File: config.mk
export PLATFORM = sky130hd
export DESIGN_NAME = uart_tx_mmio
export DESIGN_NICKNAME = d
export VERILOG_FILES = /design/src/rtl/uart_pkg.sv /design/src/rtl/sync_fifo.sv /design/src/rtl/uart_tx_mmio.sv
export SDC_FILE = /design/constraint.sdc
export NUM_CORES = 1
export LEC_CHECK = 0
export ABC_AREA = 1
export CAP_MARGIN = 20
export CORE_MARGIN = 3
export CORE_UTILIZATION = 35
export DETAILED_ROUTE_END_ITERATION = 16
export DONT_BUFFER_PORTS = 1
export GPL_TIMING_DRIVEN = 0
export MAX_ROUTING_LAYER = met4
export PLACE_DENSITY = 0.49
export SLEW_MARGIN = 25
export SYNTH_ARGS = -nofsm -noshare
export SYNTH_HDL_FRONTEND = slang
export SYNTH_SLANG_ARGS = --single-unit
File: constraint.sdc
create_clock -name clk -period 5.68 [get_ports clk]
set_input_delay 0.568 -clock clk [delete_from_list [all_inputs] [get_ports clk]]
set_output_delay 0.568 -clock clk [all_outputs]
set_load 0.01 [all_outputs]
File: src/rtl/uart_pkg.sv
// Shared definitions for the memory-mapped UART transmitter: register map,
// STATUS layout, FSM encoding and divisor clamping.
package uart_pkg;

  localparam logic [1:0] TXDATA_OFF  = 2'd0;
  localparam logic [1:0] STATUS_OFF  = 2'd1;
  localparam logic [1:0] BAUDDIV_OFF = 2'd2;

  localparam int unsigned STAT_BUSY  = 0;
  localparam int unsigned STAT_FULL  = 1;
  localparam int unsigned STAT_EMPTY = 2;
  localparam int unsigned STAT_OVF   = 3;
  localparam int unsigned STAT_COUNT = 4;

  localparam logic [15:0] MIN_DIV = 16'd2;

  typedef enum logic [1:0] {StIdle, StStart, StData, StStop} tx_state_e;

  // Shorter bit periods would break the 0..div-1 baud counter.
  function automatic logic [15:0] clamp_div(input logic [15:0] raw);
    return (raw < MIN_DIV) ? MIN_DIV : raw;
  endfunction

endpackage

File: src/rtl/sync_fifo.sv
// Single-clock FIFO; a push into a full FIFO is accepted when a pop happens
// in the same cycle.
module sync_fifo #(
  parameter int unsigned Width = 8,
  parameter int unsigned Depth = 8,
  localparam int unsigned AddrW = $clog2(Depth),
  localparam int unsigned CntW  = AddrW + 1
) (
  input  logic             clk,
  input  logic             reset,
  input  logic             push_i,
  input  logic [Width-1:0] wdata_i,
  input  logic             pop_i,
  output logic [Width-1:0] rdata_o,
  output logic             full_o,
  output logic             empty_o,
  output logic [CntW-1:0]  count_o
);

  logic [Width-1:0] mem_q [Depth];
  logic [AddrW-1:0] wptr_q, rptr_q;
  logic [CntW-1:0]  count_q;
  logic             push_ok, pop_ok;

  assign full_o  = (count_q == CntW'(Depth));
  assign empty_o = (count_q == '0);
  assign count_o = count_q;
  assign rdata_o = mem_q[rptr_q];

  assign push_ok = push_i && (!full_o || pop_i);
  assign pop_ok  = pop_i && !empty_o;

  always_ff @(posedge clk) begin
    if (reset) begin
      wptr_q  <= '0;
      rptr_q  <= '0;
      count_q <= '0;
    end else begin
      if (push_ok) wptr_q <= wptr_q + AddrW'(1);
      if (pop_ok)  rptr_q <= rptr_q + AddrW'(1);
      case ({push_ok, pop_ok})
        2'b10:   count_q <= count_q + CntW'(1);
        2'b01:   count_q <= count_q - CntW'(1);
        default: count_q <= count_q;
      endcase
    end
  end

  // When full, wptr == rptr: the popped entry is read before this overwrite.
  always_ff @(posedge clk) begin
    if (push_ok) mem_q[wptr_q] <= wdata_i;
  end

endmodule

File: src/rtl/uart_tx_mmio.sv
// Memory-mapped 8N1 UART transmitter: register decode, TX FIFO, baud counter
// and frame FSM. Reads are combinational and side-effect free.
module uart_tx_mmio
  import uart_pkg::*;
#(
  parameter logic [31:0] BASE_ADDR    = 32'h0000_1000,
  parameter int unsigned FIFO_DEPTH   = 8,
  parameter logic [15:0] CLKS_PER_BIT = 16'd434
) (
  input  logic        clk,
  input  logic        reset,
  input  logic [31:0] address,
  input  logic [31:0] data_in,
  input  logic        we,
  output logic [31:0] data_out,
  output logic        tx,
  output logic        idle
);

  localparam int unsigned CntW = $clog2(FIFO_DEPTH) + 1;

  logic            hit, push_req, baud_wr, ovf_clr, drop, pop, busy;
  logic [1:0]      off;
  logic            fifo_full, fifo_empty;
  logic [7:0]      fifo_rdata;
  logic [CntW-1:0] fifo_count;
  logic [4:0]      count5;
  logic            unused_bits;

  logic [15:0] baud_q, cnt_q, cnt_d, div_q, div_d;
  logic        ovf_q, tx_q, tx_d, idle_q;
  logic [2:0]  bit_q, bit_d;
  logic [7:0]  shift_q, shift_d;
  tx_state_e   state_q, state_d;

  assign hit      = (address[31:4] == BASE_ADDR[31:4]);
  assign off      = address[3:2];
  assign push_req = hit && we && (off == TXDATA_OFF);
  assign baud_wr  = hit && we && (off == BAUDDIV_OFF);
  assign ovf_clr  = hit && we && (off == STATUS_OFF) && data_in[STAT_OVF];
  assign drop     = push_req && fifo_full && !pop;
  assign busy     = (state_q != StIdle);
  assign count5   = 5'(fifo_count);
  assign unused_bits = ^{address[1:0], data_in[31:16]};

  sync_fifo #(
    .Width (8),
    .Depth (FIFO_DEPTH)
  ) u_fifo (
    .clk     (clk),
    .reset   (reset),
    .push_i  (push_req),
    .wdata_i (data_in[7:0]),
    .pop_i   (pop),
    .rdata_o (fifo_rdata),
    .full_o  (fifo_full),
    .empty_o (fifo_empty),
    .count_o (fifo_count)
  );

  always_comb begin
    data_out = '0;
    if (hit) begin
      case (off)
        STATUS_OFF: begin
          data_out[STAT_BUSY]        = busy;
          data_out[STAT_FULL]        = fifo_full;
          data_out[STAT_EMPTY]       = fifo_empty;
          data_out[STAT_OVF]         = ovf_q;
          data_out[STAT_COUNT +: 5]  = count5;
        end
        BAUDDIV_OFF: data_out[15:0] = baud_q;
        default:     data_out = '0;
      endcase
    end
  end

  always_comb begin
    state_d = state_q;
    cnt_d   = cnt_q;
    bit_d   = bit_q;
    shift_d = shift_q;
    div_d   = div_q;
    pop     = 1'b0;
    case (state_q)
      StIdle: begin
        if (!fifo_empty) begin
          pop     = 1'b1;
          shift_d = fifo_rdata;
          div_d   = clamp_div(baud_q);
          cnt_d   = '0;
          state_d = StStart;
        end
      end
      StStart: begin
        if (cnt_q == div_q - 16'd1) begin
          cnt_d   = '0;
          bit_d   = '0;
          state_d = StData;
        end else begin
          cnt_d = cnt_q + 16'd1;
        end
      end
      StData: begin
        if (cnt_q == div_q - 16'd1) begin
          cnt_d = '0;
          if (bit_q == 3'd7) begin
            state_d = StStop;
          end else begin
            bit_d   = bit_q + 3'd1;
            shift_d = {1'b0, shift_q[7:1]};
          end
        end else begin
          cnt_d = cnt_q + 16'd1;
        end
      end
      StStop: begin
        if (cnt_q == div_q - 16'd1) begin
          cnt_d = '0;
          // Chain straight into the next start bit when more data is queued.
          if (!fifo_empty) begin
            pop     = 1'b1;
            shift_d = fifo_rdata;
            div_d   = clamp_div(baud_q);
            state_d = StStart;
          end else begin
            state_d = StIdle;
          end
        end else begin
          cnt_d = cnt_q + 16'd1;
        end
      end
      default: state_d = StIdle;
    endcase

    case (state_d)
      StStart: tx_d = 1'b0;
      StData:  tx_d = shift_d[0];
      default: tx_d = 1'b1;
    endcase
  end

  always_ff @(posedge clk) begin
    if (reset) begin
      state_q <= StIdle;
      cnt_q   <= '0;
      bit_q   <= '0;
      shift_q <= '0;
      div_q   <= MIN_DIV;
      baud_q  <= CLKS_PER_BIT;
      ovf_q   <= 1'b0;
      tx_q    <= 1'b1;
      idle_q  <= 1'b1;
    end else begin
      state_q <= state_d;
      cnt_q   <= cnt_d;
      bit_q   <= bit_d;
      shift_q <= shift_d;
      div_q   <= div_d;
      tx_q    <= tx_d;
      idle_q  <= (state_d == StIdle);
      if (baud_wr) baud_q <= data_in[15:0];
      if (drop) ovf_q <= 1'b1;
      else if (ovf_clr) ovf_q <= 1'b0;
    end
  end

  assign tx   = tx_q;
  assign idle = idle_q;

endmodule

==> results.py <==
metrics = {
    "worst_setup_path": {
        "critPathMaxFanout": 9,
        "crit_top_cell": "nand2_1",
        "path_buf_inv": 2,
        "crit_arrival_ps": 4080,
        "start_kind": "register",
        "cp-end-kind": "register",
        "cpPeakStageDelay_ps": 350,
        "critPathSlowestCell": "dfxtp_1",
        "critical_path_class": "reg -> reg",
        "required_ps": 6000,
        "path_cells": "inv_2 -> ha_1 -> nand2_1 -> nor2_1 -> nand3_1 -> nand2_1 -> nand2_1 -> nor2_1 -> nand3_2 -> nor2_4 -> nand2_2 -> nand2_4 -> nand2_4 -> nand2_4 -> nand2_1 -> ha_1 -> xnor2_1 -> inv_1 -> a32oi_1 -> nand2_1 -> nand2_1 -> nor2_1 -> o21ai_0 -> a21oi_1",
        "critical-path-top-delay-family": "simple AND/OR/NAND/NOR gates",
    },
    "timing": {
        "min_period_over_period_pct": 66.2,
        "clock_skew_ps": 19.8,
        "min_period_ps": 3760,
        "rsz0062_at_grt": "false",
        "whs_ps": 224,
        "final-setup-viol-count": 0,
        "worst_pin_slew_ps": 831,
        "maxSlewViolCount": 0,
        "slew_headroom_pct": 44.3,
        "fmax_mhz": 266,
        "fin_setup_tns_ps": 0,
        "hold_viol": 0,
    },
    "placement": {
        "port_buffers": 0,
        "hpwl_um": 14700,
        "gp_congestion": 0.884,
    },
    "route": {
        "routed_via_density": 4.93,
        "totalWireLength_um": 19500,
        "detail_route.wl_per_cell_um": 15.5,
        "ant_nets": 0,
        "num_vias": 6164,
        "dr.pass1.iters": 5,
        "drtIter0Drc": 501,
        "drcViolationCount": 0,
    },
    "logic_synthesis": {
        "netlist_area_sq_um": 7340,
        "seq_area_frac_synth_pct": 47.2,
        "synth_most_common_cell": "nand2_1",
        "synth_top_area_share_pct": 26.2,
        "synth_edf_count": 64,
        "yosysUniqueCellTypes": 43,
        "yosys-top-cells-count": "208 x nand2_1, 117 x nor2_1, 89 x inv_1, 77 x dfxtp_1, 68 x o21ai_0",
        "synthCells": 932,
        "ys_warn_count": 0,
        "synthFlopType": "dfxtp_1",
        "avgSynthCellArea_sq_um": 7.88,
        "synth_area_leaders": "edfxtp_1 26%, dfxtp_1 21%, nand2_1 11%",
        "async_reset_ff_share_pct": 0,
        "yosysTopAreaCell": "edfxtp_1",
        "synth-seq-cells": 141,
    },
    "clocking": {
        "cts_post_setup_buffers_inserted": 0,
        "clock_latency_ps": 440,
        "cts_sinks": 141,
        "clk_path_buf_depth": 2,
        "numCtsBuffers": 17,
        "holdBufCountCts": 0,
        "clockRootBuffer": "clkbuf_16",
        "cts_tree": "done",
        "ctsResizeCount": 0,
        "clk_pin_slew_ps": 70,
        "htree_levels": 4,
    },
    "grt": {
        "grt_antenna_before_repair": 0,
        "gr-total-overflow": 0,
        "grtUsageMet1_pct": 25.5,
        "met3_usage_pct": 3.53,
        "grt_pass1_vias": 5542,
        "grt_max_degree": 19,
        "grt-busiest-layer": "met2",
        "grt_use_total_pct": 17.9,
        "grt_pass1_wl_um": 30200,
        "use_met2_pct": 25.9,
    },
    "floorplan": {
        "boundaryPins": 101,
        "start_util_pct": 35.9,
        "die_h_um": 151,
        "core_sq_um": 20400,
        "die_area_sq_um": 22700,
        "num_rows": 52,
        "die_x_um": 151,
    },
    "pwr": {
        "p_leak_nw": 3.31,
        "power_mw": 4.07,
        "powerDensity_nw_per_um2": 485,
        "worst_ir_drop_vdd_uv": 241,
    },
    "layout": {
        "nNetsFinal": 1052,
        "n_antenna_cell": 0,
        "fill_cells": 2129,
        "drive_gt1_share_pct": 9.28,
        "syn_to_final_growth_pct": 14.3,
    },
    "status": {
        "status": "completed",
    },
    "worst_hold_path": {
        "hp-class": "in -> reg",
    },
    "run": {
        "maxCapViolations": 0,
    },
}
-- area by class of cell --
type	instances	area [sq um]	area share (%)
clock buffers	17	425	5.07
inverters	94	353	4.21
repair buffers	2	15.0	0.179
flip-flops and latches	141	3460	41.3
plain buffers	44	235	2.80
clock inverters	15	175	2.09
multi-input cells	668	3380	40.3
well taps	270	338	4.03
-- state kept, by name, summed over array words and instances (netlist names), named ones only --
| signal | flops |
|---|---|
| baud_q | 16 |
| bit_q | 3 |
| cnt_q | 16 |
| div_q | 16 |
| idle | 1 |
| ovf_q | 1 |
| shift_q | 8 |
| state_q | 2 |
| tx | 1 |
| u_fifo.count_o | 4 |
| u_fifo.mem_q | 64 |
| u_fifo.rptr_q | 3 |
| u_fifo.wptr_q | 3 |
-- where the power goes --
group | switching [mW] | internal (mW)
registers | 0.139 | 1.18
clock network | 0.529 | 0.598
logic | 1.09 | 0.531
-- cell usage in the layout (no fill, tap or decap), types with 11 or more instances in the layout --
| master | count |
|---|---|
| nor2_1 | 117 |
| nand4_1 | 11 |
| dfxtp_1 | 77 |
| a211oi_1 | 17 |
| edfxtp_1 | 64 |
| xor2_1 | 12 |
| clkbuf_16 | 17 |
| nand2_1 | 208 |
| inv_1 | 89 |
| nand3_1 | 43 |
| clkbuf_1 | 18 |
| nor3_1 | 12 |
| a21oi_1 | 60 |
| ha_1 | 17 |
| o22ai_1 | 17 |
| o21ai_0 | 68 |
| buf_4 | 19 |
| conb_1 | 16 |
| nor4_1 | 13 |
-- cells by family (layout without fill, tap and decap cells) --
kind of cell	Yosys count	count (layout)	share of synthesized area (%)
adder cells (fa/ha/maj)	17	17	2.90
AND/OR/NAND/NOR	445	445	26.8
other	1	16	0.0511
AO/OA/AOI/OAI	174	174	13.1
flip-flops	141	141	47.2
XOR/XNOR	16	16	1.91
buffers and inverters	138	172	8.01
-- per-layer routing --
metal  vias up  share of wire [%]
met1      2830                 49
met2       131                 45
met3        18                4.6
li1       3185                  -
met4         0                1.1
met5         -                  0
-- stage by stage --
stage          cells  utilization [%]  instance area (sq um)  setup WS (ps)
6_report        1251             41.1                   8390           1920
5_1_grt         1251             41.1                   8390           1350
4_1_cts         1251             41.1                   8390           1840
3_5_place_dp    1219             38.1                   7790           1850
3_3_place_gp    1217             37.9                   7730           1720
2_1_floorplan    947                -                   7400           2580
-- path summary, 6_finish.rpt --
path,to,cells after the start,slack [ps],from
setup / recovery,u_fifo.count_o[3]$_SDFFE_PP0P_,24,1920,div_q[0]$_SDFFE_PP0P_
hold / removal,u_fifo.mem_q[4][4]$_DFFE_PP_,0,220,data_in[4]
setup reg to reg,u_fifo.count_o[3]$_SDFFE_PP0P_,24,1920,div_q[0]$_SDFFE_PP0P_
hold reg to reg,shift_q[3]$_SDFFE_PP0P_,2,470,shift_q[3]$_SDFFE_PP0P_
(Power assumes the default switching activity.)
